`config.mk`:
```
export PLATFORM = sky130hd
export DESIGN_NAME = alu2_sequencer
export DESIGN_NICKNAME = d
export VERILOG_FILES = /design/src/rtl/alu2_sequencer.sv
export SDC_FILE = /design/constraint.sdc
export NUM_CORES = 1
export LEC_CHECK = 0
export ABC_AREA = 0
export CORE_MARGIN = 2
export CORE_UTILIZATION = 55
export DETAILED_ROUTE_END_ITERATION = 16
export PLACE_DENSITY = 0.83
export SETUP_SLACK_MARGIN = 0.3
export SLEW_MARGIN = 15
export SYNTH_ARGS = -nofsm -noshare
export SYNTH_HDL_FRONTEND = slang
export SYNTH_SLANG_ARGS = --single-unit
```
`constraint.sdc`:
```
create_clock -name clk -period 4.2 [get_ports clk]
set_clock_uncertainty 0.1 [all_clocks]
set_input_delay 0.84 -clock clk [delete_from_list [all_inputs] [get_ports clk]]
set_output_delay 0.84 -clock clk [all_outputs]
set_load 0.05 [all_outputs]
```
`src/rtl/alu2_sequencer.sv`:
```
// ---------------------------------------------------------------------------
// alu2_sequencer
//
// Queues {op, a, b} commands and feeds them one at a time to an external
// 2-bit ALU. It waits ALU_WAIT cycles for the ALU to settle, then captures
// the 4-bit result. The result is held as a response until the consumer takes
// it. Responses leave in command order.
//
// Parameters
//   FIFO_DEPTH  command queue depth, power of 2 in 2..8
//   ALU_WAIT    cycles from driving alu_* to sampling alu_result, 1..7
//
// Ports
//   clk         single clock, all state updates on its rising edge
//   rst_n       asynchronous active-low reset
//   cmd_valid   command offered
//   cmd_ready   queue has room (transfer on cmd_valid & cmd_ready)
//   cmd_a/b     2-bit operands
//   cmd_op      00 add, 01 multiply, 10 nand, 11 not-A
//   alu_a/b     registered operands to the external ALU
//   alu_sel     registered op select to the ALU mux
//   alu_result  4-bit ALU output, sampled here
//   rsp_valid   response held
//   rsp_ready   consumer accepts (transfer on rsp_valid & rsp_ready)
//   rsp_data    captured alu_result, unmodified
//   rsp_op      op of the held response
//   count       commands queued, 0..FIFO_DEPTH
//   busy        sequencer active or commands pending
// ---------------------------------------------------------------------------
module alu2_sequencer #(
    parameter int FIFO_DEPTH = 4,
    parameter int ALU_WAIT   = 1
) (
    input  logic       clk,
    input  logic       rst_n,
    input  logic       cmd_valid,
    output logic       cmd_ready,
    input  logic [1:0] cmd_a,
    input  logic [1:0] cmd_b,
    input  logic [1:0] cmd_op,
    output logic [1:0] alu_a,
    output logic [1:0] alu_b,
    output logic [1:0] alu_sel,
    input  logic [3:0] alu_result,
    output logic       rsp_valid,
    input  logic       rsp_ready,
    output logic [3:0] rsp_data,
    output logic [1:0] rsp_op,
    output logic [3:0] count,
    output logic       busy
);

    localparam int         PW        = (FIFO_DEPTH > 1) ? $clog2(FIFO_DEPTH) : 1;
    localparam logic [3:0] DEPTH_CNT = 4'(FIFO_DEPTH);
    localparam logic [2:0] WAIT_LOAD = 3'(ALU_WAIT);

    typedef enum logic [1:0] {
        IDLE = 2'd0,
        WAIT = 2'd1,
        RESP = 2'd2
    } state_t;

    state_t          state;
    state_t          state_next;

    logic [5:0]      fifo_mem [FIFO_DEPTH];
    logic [PW-1:0]   wr_ptr;
    logic [PW-1:0]   rd_ptr;
    logic [2:0]      wait_cnt;

    logic            push;
    logic            pop;
    logic            capture;
    logic            rsp_done;

    // cmd_ready depends only on the registered count, so there is no
    // combinational path from cmd_valid or rsp_ready.
    assign cmd_ready = (count != DEPTH_CNT);
    assign push      = cmd_valid && cmd_ready;
    assign busy      = (state != IDLE) || (count != 4'd0);

    // State register.
    always_ff @(posedge clk or negedge rst_n) begin
        if (!rst_n) begin
            state <= IDLE;
        end else begin
            state <= state_next;
        end
    end

    // Next-state logic. From RESP we go straight back to WAIT when work is
    // queued, so back-to-back commands do not pass through IDLE.
    always_comb begin
        state_next = state;
        case (state)
            IDLE: begin
                if (count != 4'd0) begin
                    state_next = WAIT;
                end
            end
            WAIT: begin
                if (wait_cnt == 3'd1) begin
                    state_next = RESP;
                end
            end
            RESP: begin
                if (rsp_ready) begin
                    state_next = (count != 4'd0) ? WAIT : IDLE;
                end
            end
            default: state_next = IDLE;
        endcase
    end

    // Per-state control strobes for the datapath below.
    always_comb begin
        pop      = 1'b0;
        capture  = 1'b0;
        rsp_done = 1'b0;
        case (state)
            IDLE: begin
                pop = (count != 4'd0);
            end
            WAIT: begin
                capture = (wait_cnt == 3'd1);
            end
            RESP: begin
                rsp_done = rsp_ready;
                pop      = rsp_ready && (count != 4'd0);
            end
            default: begin
                pop = 1'b0;
            end
        endcase
    end

    // Queue storage. It needs no reset because entries are only read
    // between the pointers, and the pointers are reset.
    always_ff @(posedge clk) begin
        if (push) begin
            fifo_mem[wr_ptr] <= {cmd_op, cmd_a, cmd_b};
        end
    end

    // Queue pointers and occupancy. The depth is a power of two, so the
    // pointers wrap naturally. A push and a pop together leave count unchanged.
    always_ff @(posedge clk or negedge rst_n) begin
        if (!rst_n) begin
            wr_ptr <= '0;
            rd_ptr <= '0;
            count  <= 4'd0;
        end else begin
            if (push) begin
                wr_ptr <= wr_ptr + PW'(1);
            end
            if (pop) begin
                rd_ptr <= rd_ptr + PW'(1);
            end
            case ({push, pop})
                2'b10:   count <= count + 4'd1;
                2'b01:   count <= count - 4'd1;
                default: count <= count;
            endcase
        end
    end

    // ALU settle counter. It is loaded when a command is issued and counts
    // down in WAIT. The result is captured on the edge where it reads 1.
    always_ff @(posedge clk or negedge rst_n) begin
        if (!rst_n) begin
            wait_cnt <= 3'd0;
        end else if (pop) begin
            wait_cnt <= WAIT_LOAD;
        end else if ((state == WAIT) && (wait_cnt != 3'd0)) begin
            wait_cnt <= wait_cnt - 3'd1;
        end
    end

    // ALU operand/select registers. They keep their last values while idle.
    always_ff @(posedge clk or negedge rst_n) begin
        if (!rst_n) begin
            alu_a   <= 2'd0;
            alu_b   <= 2'd0;
            alu_sel <= 2'd0;
        end else if (pop) begin
            {alu_sel, alu_a, alu_b} <= fifo_mem[rd_ptr];
        end
    end

    // Response holding registers. They stay stable in RESP until the handshake.
    always_ff @(posedge clk or negedge rst_n) begin
        if (!rst_n) begin
            rsp_valid <= 1'b0;
            rsp_data  <= 4'd0;
            rsp_op    <= 2'd0;
        end else if (capture) begin
            rsp_valid <= 1'b1;
            rsp_data  <= alu_result;
            rsp_op    <= alu_sel;
        end else if (rsp_done) begin
            rsp_valid <= 1'b0;
        end
    end

endmodule

```
[Yosys cells after proc, flatten, opt, wreduce, memory -nomap -nowiden]
Memories as Yosys holds them, arrays and structs flattened. A register that Yosys moved wholly into a read port is not among the register bits.
Cells that the tools add are included.
Word-level totals
  register bits: 20
  bits in writable memories: 24
  input bits: 14
  word-level logic and storage cells: 51
  memories: 1
Operators by class
  $add $sub $neg: 5
  equal/unequal tests: 9
  multiplexer cells: 15
  reduce and logical (&&, ||, !) cells: 13
Memories
  fifo_mem: words 4, width 6, rd ports 1, clocked after memory_dff 1, wr ports 1, line 66  | logic [5:0] fifo_mem [FIFO_DEPTH];
Operator list (count)
  $pmux 4 s2: 1
  $reduce_bool 2->1: 4
  $mux 1: 7
  $mux 2: 3
  $mux 3: 2
  $ne 2x2->1 const B: 3
  $pmux 2 s3: 1
  $add 2x1->2 const B: 2
  $add 4x1->4 const B: 1
  $eq 2x1->1 const B: 2
  $eq 2x2->1 const B: 2
  $ne 4x3->1 const B: 1
  $reduce_bool 4->1: 1
  $sub 4x1->4 const B: 1
  $eq 3x1->1 const B: 1
  $logic_and 1x1->1: 3
  $reduce_and 3->1: 1
  $reduce_bool 3->1: 1
  $sub 3x1->3 const B: 1
  $logic_not 2->1: 1
  $pmux 1 s2: 1
  $logic_not 1->1: 1
  $logic_or 1x1->1: 1

[Depth between registers and ports, before layout]
  depth in word-level cells: 5
  mapped depth: 12
  mapped depth without buffers: 11

[Worst setup path before layout]
Ideal clock, no wire load.
  path type: flip-flop to flip-flop
  start: register count[1]
  end: register count[2]
  data arrival time: 2.666 ns
  data required time: 3.949 ns
  path slack: 1.283 ns
  cell stages (with the launch flop): 13
  path buffers: 1
  period minus slack after synthesis: 2.917 ns
  cell sequence: dfrtp_1 > buf_6 > nor3_1 > nand2_1 > and2_4 > inv_1 > ha_1 > xor2_1 > ha_1 > a21oi_1 > xor2_1 > nor2_1 > xor2_1
Between the ends
  elaborated cells on any way between the ends: 11
  those cells by class: add/sub: 2; eq/ne: 3; mux: 2; reduce/logical: 4
RTL lines
  from (decl): line 49  | output logic [3:0] count,
  from (signal assigned): line 160  | 2'b10: count <= count + 4'd1;
  from (signal assigned): line 161  | 2'b01: count <= count - 4'd1;
  from (signal assigned): line 162  | default: count <= count;
  $ne 4x3->1 (*): line 78  | assign cmd_ready = (count != DEPTH_CNT);
  via cmd_ready: line 37  | output logic cmd_ready,
  $logic_and 1x1->1 (*): line 79  | assign push = cmd_valid && cmd_ready;
  $eq 2x1->1 or $eq 2x2->1 (tied branches): line 159  | case ({push, pop})
  $pmux 4 s2 or $reduce_bool 2->1 (tied branches)
The timed path passes the listed nets; every way through them passes the cells marked *.
A chain may end at the register's enable or synchronous reset.

[Worst setup path in the final report]
  start: register count[2]
  end: output busy
Between the ends
  word-level cells in the longest chain between the ends: 2
RTL lines
  $reduce_bool 4->1: line 80  | assign busy = (state != IDLE) || (count != 4'd0);
  $logic_or 1x1->1: line 80
  to (decl): line 50  | output logic busy
Every way passes these cells.

==> impl_metrics.json <==
{
  "synth_area_leader_cell": "edfxtp_1",
  "initial_core_util_pct": 56.40,
  "synth_warnings": 0,
  "rows": 23,
  "layout_commonest_cell": "clkdlybuf4s50_1",
  "ant_nets": 0,
  "p_int_w": 0.001412,
  "hold_path.class": "reg -> reg",
  "fp.dieH_um": 67.81,
  "synth_top_area_share_pct": 32.18,
  "drt-total-wl_mm": 3.903,
  "multi_input_area_um2": 794.5,
  "insertion_delay_ns": 0.30,
  "use_met1_pct": 22.95,
  "fin_ws_ns": 1.245,
  "tns_ns": 0,
  "layout-drive-gt1-share_pct": 21.59,
  "avgViaCountPerCell": 5.531,
  "max_slew_margin_pct": 61.44,
  "grt_pass1_wl_mm": 6.375,
  "grt_overflow": 0,
  "max_freq_mhz": 338.4,
  "clk_pin_slew_ns": 0.08,
  "p_per_area_nw_per_um2": 883.0,
  "grtUsageMet2_pct": 33.95,
  "timing.final.max_slew_violations": 0,
  "fin_cells": 226,
  "final_util_pct": 68.05,
  "period_minus_slack_ns": 2.955,
  "fillers": 273,
  "synthCells": 141,
  "p_sw_share_pct": 40.81,
  "syn2layout_area_growth_pct": 20.67,
  "layout_common_cells": "31 x clkdlybuf4s50_1, 26 x dfrtp_1, 24 x edfxtp_1",
  "crit_path_max_fanout": 7,
  "cts-hold-fix-buffers": 0,
  "outcome": "complete, no violations",
  "grt_pass1_vias": 1329,
  "syn_area_per_cell_um2": 15.88,
  "drt-initial-drc-count": 124,
  "dieArea_um2": 4598,
  "die_w_um": 67.81,
  "hold_slack_ns": 0.3830,
  "crit_type": "reg -> out",
  "clockRootBuffer": "clkbuf_8",
  "worstPathRequired_ns": 3.26,
  "cts_setup_buffers": 0,
  "tritoncts": "yes",
  "drc": 0,
  "cts_sinks": 50,
  "synth_edf_count": 24,
  "grt.busiest_layer": "met2",
  "clock_path_buffers": 2,
  "maxCapViolCount": 0,
  "vdd_drop_max_mv": 0.4957,
  "synth_area_um2": 2240,
  "rsz0062_at_grt": "false",
  "ys_async_sr_fraction_pct": 52.00,
  "nets": 199,
  "synth_nets": 165,
  "combPwrFrac_pct": 48.6,
  "seqPwrFrac_pct": 36.7,
  "routabilityCongestion": 0.8396,
  "num_antenna_cells": 0,
  "drt-wirelength-per-cell_um": 17.27,
  "critPathArrivalTime_ns": 2.01,
  "io_pins": 33,
  "antenna_found_initial": 0,
  "dp_cells": 218,
  "synth_area_leaders": "edfxtp_1 32%, dfrtp_1 29%, mux4_2 6.0%",
  "cp-start-kind": "register",
  "htree_num_levels": 2,
  "regArea_um2": 1371,
  "dpl.hpwl_mm": 2.783,
  "ys_seq_area_share_pct": 61.23,
  "place_ws_ns": 1.007,
  "track_usage_pct": 20.12,
  "switching_power_w": 0.0009738,
  "p_leak_nw": 1.078,
  "synth_ff_type": "dfrtp_1",
  "synth-seq-cells": 50,
  "grt_max_degree": 27,
  "cts_resized": 0,
  "endpoint_kind": "primary output",
  "finalHoldViolations": 0,
  "ys_types": 37,
  "met3_usage_pct": 5.757,
  "cts_buffers": 5,
  "drt_first_pass_iters": 4,
  "finalCritPeriodShare_pct": 70.35,
  "vias": 1250,
  "worstMarginPinSlew_ns": 0.5784,
  "power.share.clock_pct": 14.7,
  "portBuffers": 32,
  "setup_violations": 0,
  "core_area_um2": 3971
}
[cells in the mapped netlist, types with 2 or more instances]
cell type / count
xor2_1: 5
a21o_1: 2
nor3_1: 2
and3_1: 4
mux2_4: 6
mux2_2: 8
ha_1: 10
nor2_1: 3
mux4_2: 6
a211oi_2: 2
dfrtp_1: 26
buf_6: 2
a21oi_1: 5
nand2_1: 3
xnor2_1: 3
buf_2: 2
inv_1: 8
nand2b_1: 2
edfxtp_1: 24
[final timing paths]
kind	to	depth (start not counted)	slack, ns	startpoint
worst max-delay path	busy	3	1.25	count[2]
worst min-delay path	rsp_valid	1	0.38	rsp_valid
worst max register to register	count[2]	11	1.61	count[1]
worst min register to register	rsp_valid	1	0.38	rsp_valid
max in group asynchronous	wait_cnt[1]	1	3.18	rst_n
min in group asynchronous	alu_a[1]	1	0.43	rst_n
[layer usage]
layer  vias up  wire length [um]
met5         -                 0
met4         0                97
met3         9               210
met2        40              2005
met1       622              1590
li1        579                 -
[metrics by stage]
stage | area [um2] | power [W]
floorplan | 2240 | 0.001732
global placement | 2586 | 0.001977
detailed placement | 2586 | 0.002043
CTS | 2708 | 0.002410
global route | 2703 | 0.002527
finish | 2703 | 0.002386
[power by group through the flow]
| stage | Clock, W | Sequential [W] | Combinational, W |
|---|---|---|---|
| floorplan | 0 | 0.00109 | 0.000638 |
| global placement | 0 | 0.000870 | 0.00111 |
| detailed placement | 0 | 0.000888 | 0.00116 |
| CTS | 0.000359 | 0.000879 | 0.00117 |
| global route | 0.000385 | 0.000903 | 0.00124 |
| finish | 0.000350 | 0.000877 | 0.00116 |
[sequential cells by signal, indices dropped and copies added, names as in the netlist]
signal / cells
alu_a: 2
alu_b: 2
alu_sel: 2
count: 4
fifo_mem: 24
rd_ptr: 2
rsp_data: 4
rsp_op: 2
rsp_valid: 1
state: 2
wait_cnt: 3
wr_ptr: 2
[critical path: stages, from the launching register on]
cell	delay, ns
dfrtp_1	0.50
nor4_4	0.39
nand2_1	0.11
clkdlybuf4s50_1	0.73
[cells by family (layout without fill, tap and decap cells)]
kind of cell | Yosys count | count (layout) | synth area share, %
flops | 50 | 50 | 61.23
simple gates | 22 | 22 | 6.928
mux | 21 | 21 | 14.53
compound gates | 16 | 16 | 5.307
buf+inv | 14 | 49 | 3.296
fa+ha+maj | 10 | 10 | 5.587
xor+xnor | 8 | 8 | 3.129
[final cells by class]
type                            instances  area share (%)
Sequential cell                        50           50.74
Multi-Input combinational cell         77           29.40
Timing Repair Buffer                   33           11.94
Clock buffer                            6           3.056
Tap cell                               50           2.315
Clock inverter                          2           1.435
Inverter                                8           1.111
Power figures use the tool's default switching activity.
